==> src/rtl/irq_controller.sv <==
// -----------------------------------------------------------------------------
// irq_controller
//   Prioritising interrupt controller for the microcode sequencer. Raw pins are
//   synchronised, turned into per-channel set requests (rising edge or level
//   high), collected in a pending register and arbitrated either by fixed
//   priority with nesting (lowest index wins) or round-robin without nesting.
//
// Ports
//   clk           single clock, rising edge
//   arst          asynchronous active-low reset
//   irq_pins      raw asynchronous request pins
//   irq_edge_sel  per channel: 1 = rising-edge, 0 = level-high
//   irq_mask      per channel arbitration enable (pending is set regardless)
//   irq_en        global interrupt enable
//   rr_mode       0 = fixed priority with nesting, 1 = round-robin
//   int_ack       one-cycle acknowledge, honoured only while int_pending = 1
//   eoi           one-cycle end-of-interrupt
//   clear_all     one-cycle clear of pending, in-service, rr pointer, request
//   int_pending   registered interrupt request to the sequencer
//   irq_vector    {zero-extension, winning channel, 1'b0}, held between acks
//   irq_status    pending register
//   in_service    in-service register
// -----------------------------------------------------------------------------
module irq_controller #(
  parameter int NUM_IRQ     = 8,
  parameter int SYNC_STAGES = 2
) (
  input  logic               clk,
  input  logic               arst,
  input  logic [NUM_IRQ-1:0] irq_pins,
  input  logic [NUM_IRQ-1:0] irq_edge_sel,
  input  logic [NUM_IRQ-1:0] irq_mask,
  input  logic               irq_en,
  input  logic               rr_mode,
  input  logic               int_ack,
  input  logic               eoi,
  input  logic               clear_all,
  output logic               int_pending,
  output logic [7:0]         irq_vector,
  output logic [NUM_IRQ-1:0] irq_status,
  output logic [NUM_IRQ-1:0] in_service
);

  localparam int                 IDX_W = (NUM_IRQ > 1) ? $clog2(NUM_IRQ) : 1;
  localparam logic [NUM_IRQ-1:0] ONE   = NUM_IRQ'(1);

  logic [NUM_IRQ-1:0] sync_p0 [SYNC_STAGES];
  logic [NUM_IRQ-1:0] hist_p1;
  logic [NUM_IRQ-1:0] req_p2;
  logic [NUM_IRQ-1:0] sync_last;
  logic [NUM_IRQ-1:0] rise;
  logic [NUM_IRQ-1:0] set_vec;
  logic [NUM_IRQ-1:0] lowbit;
  logic [NUM_IRQ-1:0] below;
  logic [NUM_IRQ-1:0] elig;
  logic [NUM_IRQ-1:0] ack_bit;
  logic [NUM_IRQ-1:0] eoi_bit;
  logic [IDX_W-1:0]   rr_ptr;
  logic [IDX_W-1:0]   winner;
  logic [IDX_W-1:0]   rr_next;
  logic               any_elig;
  logic               ack_fire;

  // First set bit of vec, searching upward from start with wrap-around.
  function automatic logic [IDX_W-1:0] first_from(input logic [NUM_IRQ-1:0] vec,
                                                   input logic [IDX_W-1:0]   start);
    logic [IDX_W-1:0] r;
    logic [IDX_W-1:0] k;
    logic             found;
    r     = '0;
    found = 1'b0;
    for (int i = 0; i < NUM_IRQ; i++) begin
      k = IDX_W'((int'(start) + i) % NUM_IRQ);
      if (!found && vec[k]) begin
        r     = k;
        found = 1'b1;
      end
    end
    return r;
  endfunction

  always_comb begin
    sync_last = sync_p0[SYNC_STAGES-1];
    rise      = sync_last & ~hist_p1;
    set_vec   = (irq_edge_sel & rise) | (~irq_edge_sel & sync_last);
    // lowbit isolates the lowest in-service bit; below is every index under it,
    // which wraps to all ones when nothing is in service.
    lowbit    = in_service & (~in_service + ONE);
    below     = lowbit - ONE;
    if (rr_mode) elig = (in_service == '0) ? (irq_status & irq_mask) : '0;
    else         elig = irq_status & irq_mask & below;
    any_elig  = |elig;
    winner    = first_from(elig, rr_mode ? rr_ptr : '0);
    rr_next   = IDX_W'((int'(winner) + 1) % NUM_IRQ);
    // int_pending lags the pending state by a cycle, so also require a live
    // winner before honouring an acknowledge.
    ack_fire  = int_ack & int_pending & any_elig;
    ack_bit   = ack_fire ? (ONE << winner) : '0;
    // In round-robin mode at most one bit is in service, so the lowest set
    // bit is that bit.
    eoi_bit   = eoi ? lowbit : '0;
  end

  always_ff @(posedge clk or negedge arst) begin
    if (!arst) begin
      for (int s = 0; s < SYNC_STAGES; s++) sync_p0[s] <= '0;
      hist_p1     <= '0;
      req_p2      <= '0;
      irq_status  <= '0;
      in_service  <= '0;
      rr_ptr      <= '0;
      int_pending <= 1'b0;
      irq_vector  <= 8'h00;
    end else begin
      // Stage p0: pin synchroniser chain
      sync_p0[0] <= irq_pins;
      for (int s = 1; s < SYNC_STAGES; s++) sync_p0[s] <= sync_p0[s-1];
      // Stage p1: edge history behind the last synchroniser flop
      hist_p1 <= sync_last;
      if (clear_all) begin
        req_p2      <= '0;
        irq_status  <= '0;
        in_service  <= '0;
        rr_ptr      <= '0;
        int_pending <= 1'b0;
      end else begin
        // Stage p2: registered set request per channel
        req_p2      <= set_vec;
        // Pending / in-service update; a same-cycle set beats the ack clear
        irq_status  <= (irq_status & ~ack_bit) | req_p2;
        in_service  <= (in_service & ~eoi_bit) | ack_bit;
        int_pending <= irq_en & any_elig;
        if (ack_fire) begin
          irq_vector <= 8'({winner, 1'b0});
          if (rr_mode) rr_ptr <= rr_next;
        end
      end
    end
  end

endmodule

==> config.mk <==
export PLATFORM = sky130hd
export DESIGN_NAME = irq_controller
export DESIGN_NICKNAME = d
export VERILOG_FILES = /design/src/rtl/irq_controller.sv
export SDC_FILE = /design/constraint.sdc
export NUM_CORES = 1
export LEC_CHECK = 0
export ABC_AREA = 1
export BUFFER_PORTS_ARGS = -buffer_cell sky130_fd_sc_hd__buf_4
export CORE_MARGIN = 4
export CORE_UTILIZATION = 50
export CTS_CLUSTER_DIAMETER = 120
export DETAILED_ROUTE_END_ITERATION = 6
export GPL_ROUTABILITY_DRIVEN = 0
export PLACE_DENSITY = 0.76
export SYNTH_ARGS = -nofsm -noshare
export SYNTH_HDL_FRONTEND = slang
export SYNTH_SLANG_ARGS = --single-unit
==> constraint.sdc <==
create_clock -name clk -period 3.3 [get_ports clk]
set_input_delay 0.66 -clock clk [delete_from_list [all_inputs] [get_ports clk]]
set_output_delay 0.66 -clock clk [all_outputs]
set_load 0.05 [all_outputs]
==> impl_metrics.yaml <==
power:
  powerDensity_nw_per_um2: 377.1
  p_leak_nw: 2.050
  ir_drop_mv: 0.4393
yosys:
  async_reset_ff_frac: 1.000
  synth.area.top_cells: "dfrtp_1, nand2_1, nand3_1"
  ys_top_cells_by_count: "nand2_1, dfrtp_1, inv_1"
  syn_area_um2: 3119
  synth-seq-area-share: 0.4412
  yosysMostFrequentCell: "nand2_1"
  synth_ff_type: "dfrtp_1"
  syn_inst: 369
  ys_seq_elements: 55
  yosys_warnings: 0
  synth_edf_count: 0
  synth.distinct_cells: 36
  syn_area_per_cell_um2: 8.453
  yosysTopAreaCell: "dfrtp_1"
  synth_top_area_share: 0.4412
detailed_routing:
  vias: 2767
  via_per_inst: 5.301
  drt.antenna.violating_nets: 0
  wl_per_cell_um: 14.76
  drtPass1Iterations: 4
  wirelength_um: 7704
  drc: 0
  drt_iter0_markers: 89
placed_design:
  buffer_ports.inserted: 50
  dp_cells: 510
  pre_cts_ws_ps: -196.4
  dp_hpwl_um: 6029
sta:
  max_slew_margin: 0.5602
  setup_ws_ps: 232.4
  hold_slack_ps: 357.8
  fin_skew_ps: 5.923
  hold_viol: 0
  tightestPinTransition_ps: 659.7
  fin_crit_sh: 0.9296
  timing.final.crit_period_ps: 3068
  maxSlewViolCount: 0
  fmax_mhz: 326.0
  setup_viol: 0
worst_hold_path:
  min_path_type: "flop to flop"
global_routing:
  grt_util_met1: 0.2581
  gr-usage-met3: 0.03311
  grt.overflow.total: 0
  grt_max_degree: 56
  grt_usage: 0.2123
  gr-max-usage-layer: "met2"
  grt_use_met2: 0.3830
  grt_pass1_vias: 2742
  grt_pass1_wl_um: 12610
  antenna_found_initial: 0
floorplan:
  rows: 28
  io_pins: 56
  start_util: 0.5207
  die_w_um: 86.99
  dieArea_um2: 7566
  coreArea_um2: 5991
  die_h_um: 86.99
cts:
  root_buffer: "clkbuf_8"
  cts_buffers: 5
  cts.path.max_buffers: 2
  clock_latency_ps: 310
  clock_sink_count: 55
  cts_tree: "done"
  h-tree-depth: 2
  clk_pin_slew_ps: 100
run:
  cap_violations: 0
setup_path:
  cp_max_fo: 4
  crit_path_start_kind: "flop"
  cp.arrival_ps: 3270
  crit_type: "flop to flop"
  critPathRequiredTime_ps: 3500
  endpoint_kind: "flop"
finish:
  seqCellArea_um2: 1379
  fillers: 495
  fin_cells: 522
  diodes: 0
  nets: 484
  multiInputGateArea_um2: 1607
  drive_above_1_share: 0.3647
  area_growth_pct: 26.59
  utilization: 0.6591
run_status:
  run_status: "finished clean"
==> report_power, final <==
part	switching, mW	internal (mW)	total, mW
Sequential	0.0211	0.710	0.731
Combinational	0.242	0.130	0.372
Clock	0.228	0.158	0.386
Total	0.492	0.997	1.49
==> worst max-delay path, stage by stage (launching register included) <==
cell and delay [ps]:
dfrtp_1 430, nor2_4 160, nand2_4 80, buf_4 170, nor2_2 170, o2111ai_2 160, nand3_1 100, nand2_1 80
buf_4 150, nand2_1 50, nand2_1 80, inv_2 120, nand3_1 110, nor2_1 120, nor2_1 60, nand2_1 80
nand2_2 70, inv_1 80, ha_1 140, inv_1 30, nor2_1 160, nand3_1 130, a21oi_1 150, nor2_1 50
==> per-stage QoR <==
stage                     setup TNS [ps]  instance area (µm²)  power [mW]
final                                  0                 3949       1.489
after global routing              -18.73                 3949       1.568
after CTS                              0                 3825       1.488
after detailed placement          -946.5                 3717       1.103
after global placement            -13.15                 3717       1.090
after floorplan                        0                 3147      0.9780
==> per-layer routing <==
metal	wire length [µm]	vias to the layer above
met2	4024	79
met3	374	17
li1	-	1355
met1	3164	1316
met4	142	0
met5	0	-
==> flip-flops by register name, summed over array words and instances, names as in the netlist <==
register     count
hist_p1          8
in_service       8
irq_status       8
req_p2           8
sync_last        8
sync_p0          8
irq_vector       3
rr_ptr           3
int_pending      1
==> final cells by class <==
type / count / share of cell area
tap: 75 / 0.02376
sequential: 55 / 0.3492
timing repair buffer: 77 / 0.1527
clock buffer: 5 / 0.01743
clock inverter: 3 / 0.006971
inverter: 44 / 0.04309
multi-input combinational: 263 / 0.4068
==> timing repair <==
item / 4_1_cts / 5_1_grt
resized for setup: 2 / 26
endpoints found under the setup margin: 10 / 16
hold buffers: 0 / 0
pin swaps: 0 / 8
setup buffers: 0 / 3
cloned: 0 / 1
==> path summary, 6_finish.rpt <==
path	startpoint	end	slack [ps]	depth (start not counted)
worst max-delay path	in_service[0]	irq_status[2]	230	23
worst max register to register	in_service[0]	irq_status[2]	230	23
min in group asynchronous	arst	sync_last[6]	370	1
worst min register to register	sync_p0[13]	sync_last[5]	360	0
max in group asynchronous	arst	rr_ptr[0]	2450	1
worst min-delay path	sync_p0[13]	sync_last[5]	360	0
==> kinds of logic (layout without fill, tap and decap cells) <==
family,after synthesis,count (layout),synth area share
AND/OR/NAND/NOR,193,193,0.3329
adder cells (fa/ha/maj),7,7,0.02808
AO/OA/AOI/OAI,55,56,0.1079
XOR/XNOR,2,2,0.005617
other,1,5,0.001202
flip-flops,55,55,0.4412
buffers and inverters,56,129,0.08303
==> layout by cell type (no fill, tap or decap), drive strengths merged <==
master	synthesis	final
o22ai	1	1
o21ai	14	15
a21oi	33	33
nor2	26	26
nand2	107	107
xor2	2	2
conb	1	5
nand3	49	49
ha	7	7
clkinv	1	1
inv	43	45
clkinvlp	0	1
o41ai	1	1
o211ai	1	1
clkbuf	2	5
o221ai	1	1
o2111ai	4	4
buf	10	77
dfrtp	55	55
nor3	1	1
nand4	10	10
Note: power is estimated with default switching activity, not from simulation.
